--- config.mk ---
export PLATFORM = sky130hd
export DESIGN_NAME = des_key_schedule_flat
export DESIGN_NICKNAME = d
export VERILOG_FILES = /design/src/rtl/des_pkg.sv /design/src/rtl/des_key_schedule_if.sv /design/src/rtl/des_key_schedule_key_pair_step.sv /design/src/rtl/des_key_schedule.sv /design/src/flat_wrapper.sv
export SDC_FILE = /design/constraint.sdc
export NUM_CORES = 2
export LEC_CHECK = 0
export ABC_CLOCK_PERIOD_IN_PS = 53400
export BUFFER_PORTS_ARGS = -buffer_cell sky130_fd_sc_hd__buf_4
export CAP_MARGIN = 20
export CORE_MARGIN = 4
export CORE_UTILIZATION = 40
export DETAILED_ROUTE_END_ITERATION = 16
export PLACE_DENSITY_LB_ADDON = 0.2
export SLEW_MARGIN = 10
export SYNTH_ARGS = -nofsm -noshare
export SYNTH_HDL_FRONTEND = slang
export SYNTH_SLANG_ARGS = --single-unit
--- constraint.sdc ---
create_clock -name clk -period 53.4 [get_ports clk]
set_clock_uncertainty 0.1 [all_clocks]
set_input_delay 13.35 -clock clk [delete_from_list [all_inputs] [get_ports clk]]
set_output_delay 13.35 -clock clk [all_outputs]
set_load 0.1 [all_outputs]
--- src/rtl/des_pkg.sv ---
// DES key-schedule constants shared by the key schedule and the round datapath:
// permutation tables, per-round shift amounts, FSM states and round-key bank geometry.
package des_pkg;

  localparam int KEY_W      = 48;
  localparam int HALF_W     = 28;
  localparam int NUM_ROUNDS = 16;
  localparam int BANK_SLOTS = 8;
  localparam int BANK_W     = KEY_W * BANK_SLOTS;

  // Table entries use DES numbering: bit 1 is the most significant bit of the source.
  localparam int PC1 [56] = '{
    57, 49, 41, 33, 25, 17,  9,  1, 58, 50, 42, 34, 26, 18,
    10,  2, 59, 51, 43, 35, 27, 19, 11,  3, 60, 52, 44, 36,
    63, 55, 47, 39, 31, 23, 15,  7, 62, 54, 46, 38, 30, 22,
    14,  6, 61, 53, 45, 37, 29, 21, 13,  5, 28, 20, 12,  4
  };

  localparam int PC2 [48] = '{
    14, 17, 11, 24,  1,  5,  3, 28, 15,  6, 21, 10,
    23, 19, 12,  4, 26,  8, 16,  7, 27, 20, 13,  2,
    41, 52, 31, 37, 47, 55, 30, 40, 51, 45, 33, 48,
    44, 49, 39, 56, 34, 53, 46, 42, 50, 36, 29, 32
  };

  localparam int SHIFTS [NUM_ROUNDS] = '{1, 1, 2, 2, 2, 2, 2, 2, 1, 2, 2, 2, 2, 2, 2, 1};

  typedef enum logic [1:0] {
    KS_IDLE = 2'd0,
    KS_GEN  = 2'd1,
    KS_DONE = 2'd2
  } ks_state_t;

  function automatic logic [55:0] apply_pc1(input logic [63:0] key);
    logic [55:0] cd;
    cd = '0;
    for (int i = 0; i < 56; i++) cd[55-i] = key[64-PC1[i]];
    return cd;
  endfunction

  function automatic logic [KEY_W-1:0] apply_pc2(input logic [55:0] cd);
    logic [KEY_W-1:0] k;
    k = '0;
    for (int i = 0; i < KEY_W; i++) k[KEY_W-1-i] = cd[56-PC2[i]];
    return k;
  endfunction

  // Round r counts from 1.
  function automatic int shift_of(input int r);
    return SHIFTS[r-1];
  endfunction

  function automatic logic [HALF_W-1:0] rotl28(input logic [HALF_W-1:0] x, input int s);
    return (s == 2) ? {x[HALF_W-3:0], x[HALF_W-1:HALF_W-2]} : {x[HALF_W-2:0], x[HALF_W-1]};
  endfunction

  // Bit position of the least significant bit of a bank slot; slot 0 sits at the top.
  function automatic int slot_lsb(input int s);
    return BANK_W - KEY_W * (s + 1);
  endfunction

endpackage

--- src/rtl/des_key_schedule_if.sv ---
// Request/result bundle between a 3DES stage controller and its key schedule.
interface des_key_schedule_if;
  import des_pkg::*;

  logic              start;
  logic              decrypt;
  logic [63:0]       key;
  logic              busy;
  logic              keys_valid;
  logic [BANK_W-1:0] bank0_keys;
  logic [BANK_W-1:0] bank1_keys;

  modport master (
    output start, decrypt, key,
    input  busy, keys_valid, bank0_keys, bank1_keys
  );

  modport slave (
    input  start, decrypt, key,
    output busy, keys_valid, bank0_keys, bank1_keys
  );
endinterface

--- src/rtl/des_key_schedule_key_pair_step.sv ---
// Combinational two-round step of the DES key schedule: produces Kj and Kj+1
// from the current C/D halves and hands back the twice-rotated halves.
module key_pair_step
  import des_pkg::*;
(
  input  logic [HALF_W-1:0] c,
  input  logic [HALF_W-1:0] d,
  input  logic [4:0]        j,
  output logic [KEY_W-1:0]  k_a,
  output logic [KEY_W-1:0]  k_b,
  output logic [HALF_W-1:0] c_next,
  output logic [HALF_W-1:0] d_next
);

  logic [HALF_W-1:0] c_a;
  logic [HALF_W-1:0] d_a;

  always_comb begin
    c_a    = rotl28(c, shift_of(int'(j)));
    d_a    = rotl28(d, shift_of(int'(j)));
    c_next = rotl28(c_a, shift_of(int'(j) + 1));
    d_next = rotl28(d_a, shift_of(int'(j) + 1));
    k_a    = apply_pc2({c_a, d_a});
    k_b    = apply_pc2({c_next, d_next});
  end

endmodule

--- src/rtl/des_key_schedule.sv ---
// DES key schedule: two round keys per clock into a forward-ordered store,
// presented as two eight-key banks ordered for encrypt or decrypt.
module des_key_schedule
  import des_pkg::*;
(
  input  logic                 clk,
  input  logic                 rst,
  des_key_schedule_if.slave    ks
);

  ks_state_t         state;
  logic [2:0]        cnt;
  logic [HALF_W-1:0] c_q;
  logic [HALF_W-1:0] d_q;
  logic              dir_q;
  logic              busy_q;
  logic              valid_q;
  logic [KEY_W-1:0]  key_store [NUM_ROUNDS];

  logic [4:0]        j;
  logic [KEY_W-1:0]  k_a;
  logic [KEY_W-1:0]  k_b;
  logic [HALF_W-1:0] c_next;
  logic [HALF_W-1:0] d_next;
  logic [55:0]       cd_init;

  assign j       = {1'b0, cnt, 1'b1};
  assign cd_init = apply_pc1(ks.key);

  key_pair_step u_step (
    .c      (c_q),
    .d      (d_q),
    .j      (j),
    .k_a    (k_a),
    .k_b    (k_b),
    .c_next (c_next),
    .d_next (d_next)
  );

  always_ff @(posedge clk or posedge rst) begin
    if (rst) begin
      state   <= KS_IDLE;
      cnt     <= '0;
      c_q     <= '0;
      d_q     <= '0;
      dir_q   <= 1'b0;
      busy_q  <= 1'b0;
      valid_q <= 1'b0;
      for (int i = 0; i < NUM_ROUNDS; i++) key_store[i] <= '0;
    end else begin
      case (state)
        KS_IDLE, KS_DONE: begin
          if (ks.start) begin
            state   <= KS_GEN;
            cnt     <= '0;
            c_q     <= cd_init[55:28];
            d_q     <= cd_init[27:0];
            dir_q   <= ks.decrypt;
            busy_q  <= 1'b1;
            valid_q <= 1'b0;
            for (int i = 0; i < NUM_ROUNDS; i++) key_store[i] <= '0;
          end
        end
        KS_GEN: begin
          // Store index 2*cnt holds round key K(2*cnt+1).
          key_store[{cnt, 1'b0}] <= k_a;
          key_store[{cnt, 1'b1}] <= k_b;
          c_q <= c_next;
          d_q <= d_next;
          cnt <= cnt + 3'd1;
          if (cnt == 3'd7) begin
            state   <= KS_DONE;
            busy_q  <= 1'b0;
            valid_q <= 1'b1;
          end
        end
        default: begin
          state  <= KS_IDLE;
          busy_q <= 1'b0;
        end
      endcase
    end
  end

  always_comb begin
    ks.bank0_keys = '0;
    ks.bank1_keys = '0;
    if (valid_q) begin
      for (int s = 0; s < BANK_SLOTS; s++) begin
        if (dir_q) begin
          ks.bank0_keys[slot_lsb(s) +: KEY_W] = key_store[NUM_ROUNDS-1-s];
          ks.bank1_keys[slot_lsb(s) +: KEY_W] = key_store[BANK_SLOTS-1-s];
        end else begin
          ks.bank0_keys[slot_lsb(s) +: KEY_W] = key_store[s];
          ks.bank1_keys[slot_lsb(s) +: KEY_W] = key_store[BANK_SLOTS+s];
        end
      end
    end
  end

  assign ks.busy       = busy_q;
  assign ks.keys_valid = valid_q;

endmodule

--- src/flat_wrapper.sv ---
// flat-port wrapper written by rule: the top's interface ports become plain ports
module des_key_schedule_flat import des_pkg::*;
  (clk, rst, ks_start, ks_decrypt, ks_key, ks_busy, ks_keys_valid, ks_bank0_keys, ks_bank1_keys);
  des_key_schedule_if ks_i ();
  input  logic clk;
  input  logic rst;
  input wire logic [$bits(ks_i.start)-1:0] ks_start;
  input wire logic [$bits(ks_i.decrypt)-1:0] ks_decrypt;
  input wire logic [$bits(ks_i.key)-1:0] ks_key;
  output wire logic [$bits(ks_i.busy)-1:0] ks_busy;
  output wire logic [$bits(ks_i.keys_valid)-1:0] ks_keys_valid;
  output wire logic [$bits(ks_i.bank0_keys)-1:0] ks_bank0_keys;
  output wire logic [$bits(ks_i.bank1_keys)-1:0] ks_bank1_keys;
  assign ks_i.start = ks_start;
  assign ks_i.decrypt = ks_decrypt;
  assign ks_i.key = ks_key;
  assign ks_busy = ks_i.busy;
  assign ks_keys_valid = ks_i.keys_valid;
  assign ks_bank0_keys = ks_i.bank0_keys;
  assign ks_bank1_keys = ks_i.bank1_keys;
  des_key_schedule u_core (.clk(clk), .rst(rst), .ks(ks_i));
endmodule
== After elaboration in Yosys (flattened, before gate mapping) ==
Memories as Yosys holds them, arrays and structs flattened.
Index checks and enable logic that the tools add are counted.

* Register bits: 832
* Bits in read-only memories: 1024
* Bits of input ports: 68
* Output and inout port bits: 770
* Memories kept: 2

{| class="wikitable"
|+ Memories
! memory !! words !! bits a word !! rd ports !! clocked after Yosys merged registers in !! write ports !! line !! source
|-
| (name not given) || 16 || 32 || 1 || 0 || 0 || des_pkg.sv:50 || <nowiki>return SHIFTS[r-1];</nowiki>
|-
| (name not given) || 16 || 32 || 1 || 0 || 0 || des_pkg.sv:50 ||
|}

* $add $sub $neg: 4
* Magnitude comparators: 6
* Equal/unequal tests: 7
* Multiplexer cells: 49
* Bitwise operators: 4
* Reduce and logical (&&, ||, !) cells: 9

{| class="wikitable"
|+ Operators by type and width
! operator !! count
|-
| bitwise mux 768 bit || 2
|-
| case mux 768 bit (2 select lines) || 1
|-
| two-way mux 48 bit || 18
|-
| two-way mux 384 bit || 2
|-
| two-way mux 768 bit || 1
|-
| demux 48 bit (select 4 bit) || 2
|-
| two-way mux 28 bit || 6
|-
| two-way mux 32 bit || 4
|-
| case mux 28 bit (2 select lines) || 2
|-
| == test 32 x 3 -> 1 bit, second input constant || 2
|-
| >= comparator 32 x 5 -> 1 bit, second input constant || 2
|-
| inverter 32 bit || 2
|-
| >= comparator 5 bit, second input constant || 2
|-
| less-than comparator 5 x 1 -> 1 bit, second input constant || 2
|-
| inverter 4 -> 5 bit || 2
|-
| case mux 3 bit (2 select lines) || 1
|-
| AND reduction 2 bit || 3
|-
| subtractor 5 x 1 -> 6 bit, second input constant || 1
|-
| adder 4 x 1 -> 5 bit, second input constant || 1
|-
| subtractor 4 x 1 -> 5 bit, second input constant || 1
|-
| two-way mux 1 bit || 4
|-
| two-way mux 2 bit || 2
|-
| case mux 1 bit (2 select lines) || 2
|-
| case mux 2 bit (2 select lines) || 1
|-
| 12 further kinds || 13
|}

== Depth between registers and ports, before layout ==
* Word-level depth: 10
* Depth in mapped cells: 9
* Mapped depth without buffers: 6

== Cells and area by module ==
From an unflattened synthesis, not the netlist that was laid out.

* Cells, all modules: 4245
* Area, all modules: 46568.4 um2

{| class="wikitable"
|+ Modules (own cells, without submodules)
! module !! instances !! cells each !! area each (um2) !! seq. area each (um2)
|-
| des_key_schedule || 1 || 3980 || 44290.0 || 20820.0
|-
| key_pair_step || 1 || 265 || 2278.4 || 0.0
|}

== Worst setup path after synthesis ==
OpenSTA, ideal clock, no wires.

* Kind: reg2out
* From: register u_core.valid_q (netlist: u_core.ks.keys_valid)
* To: output ks_bank0_keys[0]
* Arrival time: 3135 ps
* Required time: 39950 ps
* Path slack: 36815 ps
* Cell stages (with the launch flop): 5
* Buffers on the path: 3
* Path through: dfrtp_1 clkbuf_1 clkbuf_1 clkbuf_1 nor2b_1

* Longest elaborated chain between the ends: 1

{| class="wikitable"
|+ Ends and longest elaborated chain
! item !! line !! source
|-
| start: declaration || des_key_schedule.sv:17 || <nowiki>logic valid_q;</nowiki>
|-
| start signal: assignment || des_key_schedule.sv:48 || <nowiki>valid_q <= 1'b0;</nowiki>
|-
| start signal: assignment || des_key_schedule.sv:60 || <nowiki>valid_q <= 1'b0;</nowiki>
|-
| start signal: assignment || des_key_schedule.sv:74 || <nowiki>valid_q <= 1'b1;</nowiki>
|-
| two-way mux 384 bit || des_key_schedule.sv:88 || <nowiki>if (valid_q) begin</nowiki>
|-
| end: declaration || flat_wrapper.sv:12 || <nowiki>output wire logic [$bits(ks_i.bank0_keys)-1:0] ks_bank0_keys;</nowiki>
|}

No other way between the ends.

== Worst setup path in the final report ==
* From: register u_core.dir_q
* To: output ks_bank0_keys[218]

* Longest elaborated chain between the ends: 2

{| class="wikitable"
|+ Ends and longest elaborated chain
! item !! line !! source
|-
| start: declaration || des_key_schedule.sv:15 || <nowiki>logic dir_q;</nowiki>
|-
| start signal: assignment || des_key_schedule.sv:58 || <nowiki>dir_q <= ks.decrypt;</nowiki>
|-
| two-way mux 48 bit || des_key_schedule.sv:90 || <nowiki>if (dir_q) begin</nowiki>
|-
| two-way mux 384 bit || des_key_schedule.sv:88 ||
|}

No other way between the ends.

==> impl_metrics.tcl <==
set metrics [dict create \
    globalplace.congestion 0.8501 \
    path_max_fanout 66 \
    coreArea_mm2 0.1142 \
    slew_viol_final 0 \
    fmax_mhz 52.26 \
    hold_path_startpoint "u_core.key_store[671]" \
    worstSetupPathType "reg -> out" \
    p_sw_w 0.002356 \
    yosys.area.top_type "dfrtp_1" \
    grt_pass1_vias 36670 \
    r2r_slack_ns 48.98 \
    relSlewSlack_pct 21.36 \
    grt_pass1_wl_um 251200 \
    wirelength_um 175500 \
    place_inst 6669 \
    p_int_w 0.001975 \
    utilization_pct 49.43 \
    dieHeight_um 346.9 \
    grt_max_degree 273 \
    routed_via_density 5.644 \
    vdd_drop_max_mv 0.05997 \
    overflow 0 \
    fin_crit_sh_pct 35.83 \
    cp_slowest_stage_delay_ns 1.04 \
    initial_core_util_pct 40.22 \
    finish.net_count 5329 \
    power_switching_share_pct 54.40 \
    crit_arrival_ns 5.68 \
    synth_top_area_share_pct 45.33 \
    path_buf_inv 4 \
    drv_cap 0 \
    ys_top_cells_by_count "mux2i_1 (857), dfrtp_1 (832), nor2b_1 (770), nand3_1 (769), o21ai_0 (692)" \
    cts_resized 0 \
    synth_seq_cells 832 \
    critPathTopFamily "buffers and inverters" \
    drive_gt1_share_pct 22.53 \
    drt_iter0_markers 3154 \
    synth.most_common_cell "mux2i_1" \
    tightest_slew_ns 1.157 \
    layout_setup_ws_ns 34.27 \
    drtAntennaViolNets 0 \
    synth_edf_count 0 \
    start_kind "flop" \
    cp.required_ns 39.95 \
    path_depth 6 \
    dp.final_hpwl_um 117600 \
    clockBufferDepth 3 \
    synth_area_mm2 0.04593 \
    setup_violations 0 \
    pwr-share-seq_pct 25.1 \
    r2r-end "u_core.key_store[501]" \
    synth_cells 4710 \
    min_period_ns 19.13 \
    synth_top_cells_by_area "dfrtp_1 (45%), mux2i_1 (19%), nor2b_1 (10%), nand3_1 (8.4%), o21ai_0 (7.5%)" \
    critPathMostFrequentCell "buf_4" \
    portBuffers 829 \
    synth-seq-area-share_pct 45.33 \
    async_flop_share_pct 100.0 \
    cts_tree "built" \
    cellPowerDensity_mw_per_mm2 76.72 \
    clk_pin_slew_worst_paths_ns 0.06 \
    min_path_type "reg -> reg" \
    place_ws_ns 34.86 \
    critPathCapture "ks_bank0_keys[218]" \
    stdcell_count 6876 \
    syn_to_final_growth_pct 22.90 \
    synth_top_flop_cell "dfrtp_1" \
    reg2reg_depth 6 \
    rsz0062_at_grt "false" \
    antenna_found_initial 66 \
    rows 124 \
    tns_ns 0 \
    cts_hold_buf 0 \
    die_w_um 346.9 \
    post_drt_wl_per_cell_um 25.52 \
    end_kind "primary output" \
    post_cts_buffers 0 \
    dr.pass1.iters 5 \
    yosysWarnings 0 \
    drc 0 \
    numClockSinks 832 \
    p_leak_nw 24.75 \
    clockPowerShare_pct 15.8 \
    path_cells "buf_4, buf_4, buf_4, mux2i_1, nor2b_1, buf_4" \
    syn-num-nets 4783 \
    final_hold_viol_count 0 \
    num_vias 38810 \
    crit_slowest_cell "dfrtp_4" \
    die-area_mm2 0.1203 \
    numCtsBuffers 93 \
    grt_use_total_pct 27.91 \
    r2r-start "u_core.state[0]" \
    status "finished, final reports clean" \
    synthDistinctLibCells 30 \
    h-tree-depth 3 \
    comb_power_share_pct 59.1 \
    clk-insertion-delay-late_ns 0.67 \
    startpoint "u_core.dir_q" \
    pin_count 838 \
    syn_avg_cell_area_um2 9.752 \
    root_buffer "clkbuf_16" \
]
final cells by class:
cell class	instances	area [um^2]
well taps	1512	1892
clock inverters	41	553.0
flip-flops and latches	832	20830
inverters	19	78.83
repair buffers	917	6980
clock buffers	125	2673
diodes	37	92.59
multi-input cells	3393	23350
fillers	10870	57740
per-stage QoR:
stage | instance area [um^2] | hold WS, ns | total power, W
final | 56450 | 0.4211 | 0.004331
after global routing | 56380 | 0.4449 | 0.004522
after CTS | 56290 | 0.4264 | 0.004327
after detailed placement | 53060 | 0.4137 | 0.003637
after global placement | 53020 | 0.4026 | 0.003592
after floorplan | 45930 | 0.3900 | 0.002755
logic make-up (layout without fill, tap and decap cells):
logic type,after synthesis,in the layout,synth area share (%)
muxes,936,936,20.85
buffers and inverters,485,1102,4.563
DFF,832,832,45.33
adders and majority gates,5,5,0.1362
other,0,37,0
and+or+nand+nor,1613,1613,19.55
AOI/OAI and AO/OA,839,839,9.573
worst min-delay path: cells and delay by family (launching register included):
| family | cells | cell delay [ns] |
|---|---|---|
| AND/OR/NAND/NOR | 1 | 0.06 |
| AO/OA/AOI/OAI | 1 | 0.06 |
| flip-flops | 1 | 0.36 |
layer usage:
layer / global-route usage (%) / up-vias / routed length [um]
met2: 41.62 / 1431 / 77080
met1: 38.71 / 19400 / 77220
li1: - / 17680 / -
met5: 0 / - / 164
met4: 10.76 / 26 / 6369
met3: 7.624 / 273 / 14640
worst min-delay path by stage:
stage | slack [ns] | end | depth (start not counted)
floorplan | 0.39 | u_core.key_store[525] | 2
global placement | 0.40 | u_core.ks.busy | 2
detailed placement | 0.41 | u_core.key_store[247] | 2
CTS | 0.43 | u_core.key_store[706] | 2
global route | 0.44 | u_core.key_store[703] | 2
finish | 0.42 | u_core.key_store[671] | 2
layout by cell type (no fill, tap or decap), drive strengths merged, types with 6 or more instances in the layout:
cell / n
o221ai: 48
nand3: 769
diode: 37
nand2: 57
dfrtp: 832
mux2i: 882
inv: 21
o21ai: 772
nor2b: 770
a21oi: 9
buf: 917
clkinv: 20
clkinvlp: 6
bufinv: 13
o22ai: 8
mux2: 54
clkbuf: 125
power by group through the flow:
stage               registers (W)  clock network [W]  logic [W]
global placement          0.00108                  0    0.00251
CTS                       0.00108           0.000697    0.00255
floorplan                 0.00102                  0    0.00174
finish                    0.00108           0.000686    0.00256
global route              0.00112           0.000721    0.00268
detailed placement        0.00109                  0    0.00255
sequential cells by signal, indices dropped and copies added (netlist names):
register	cells
u_core.ks.keys_valid	1
u_core.cnt	3
u_core.c_q	28
u_core.ks.busy	1
u_core.dir_q	1
u_core.d_q	28
u_core.state	2
u_core.key_store	768
No activity file was read; power rests on OpenSTA's default activity.
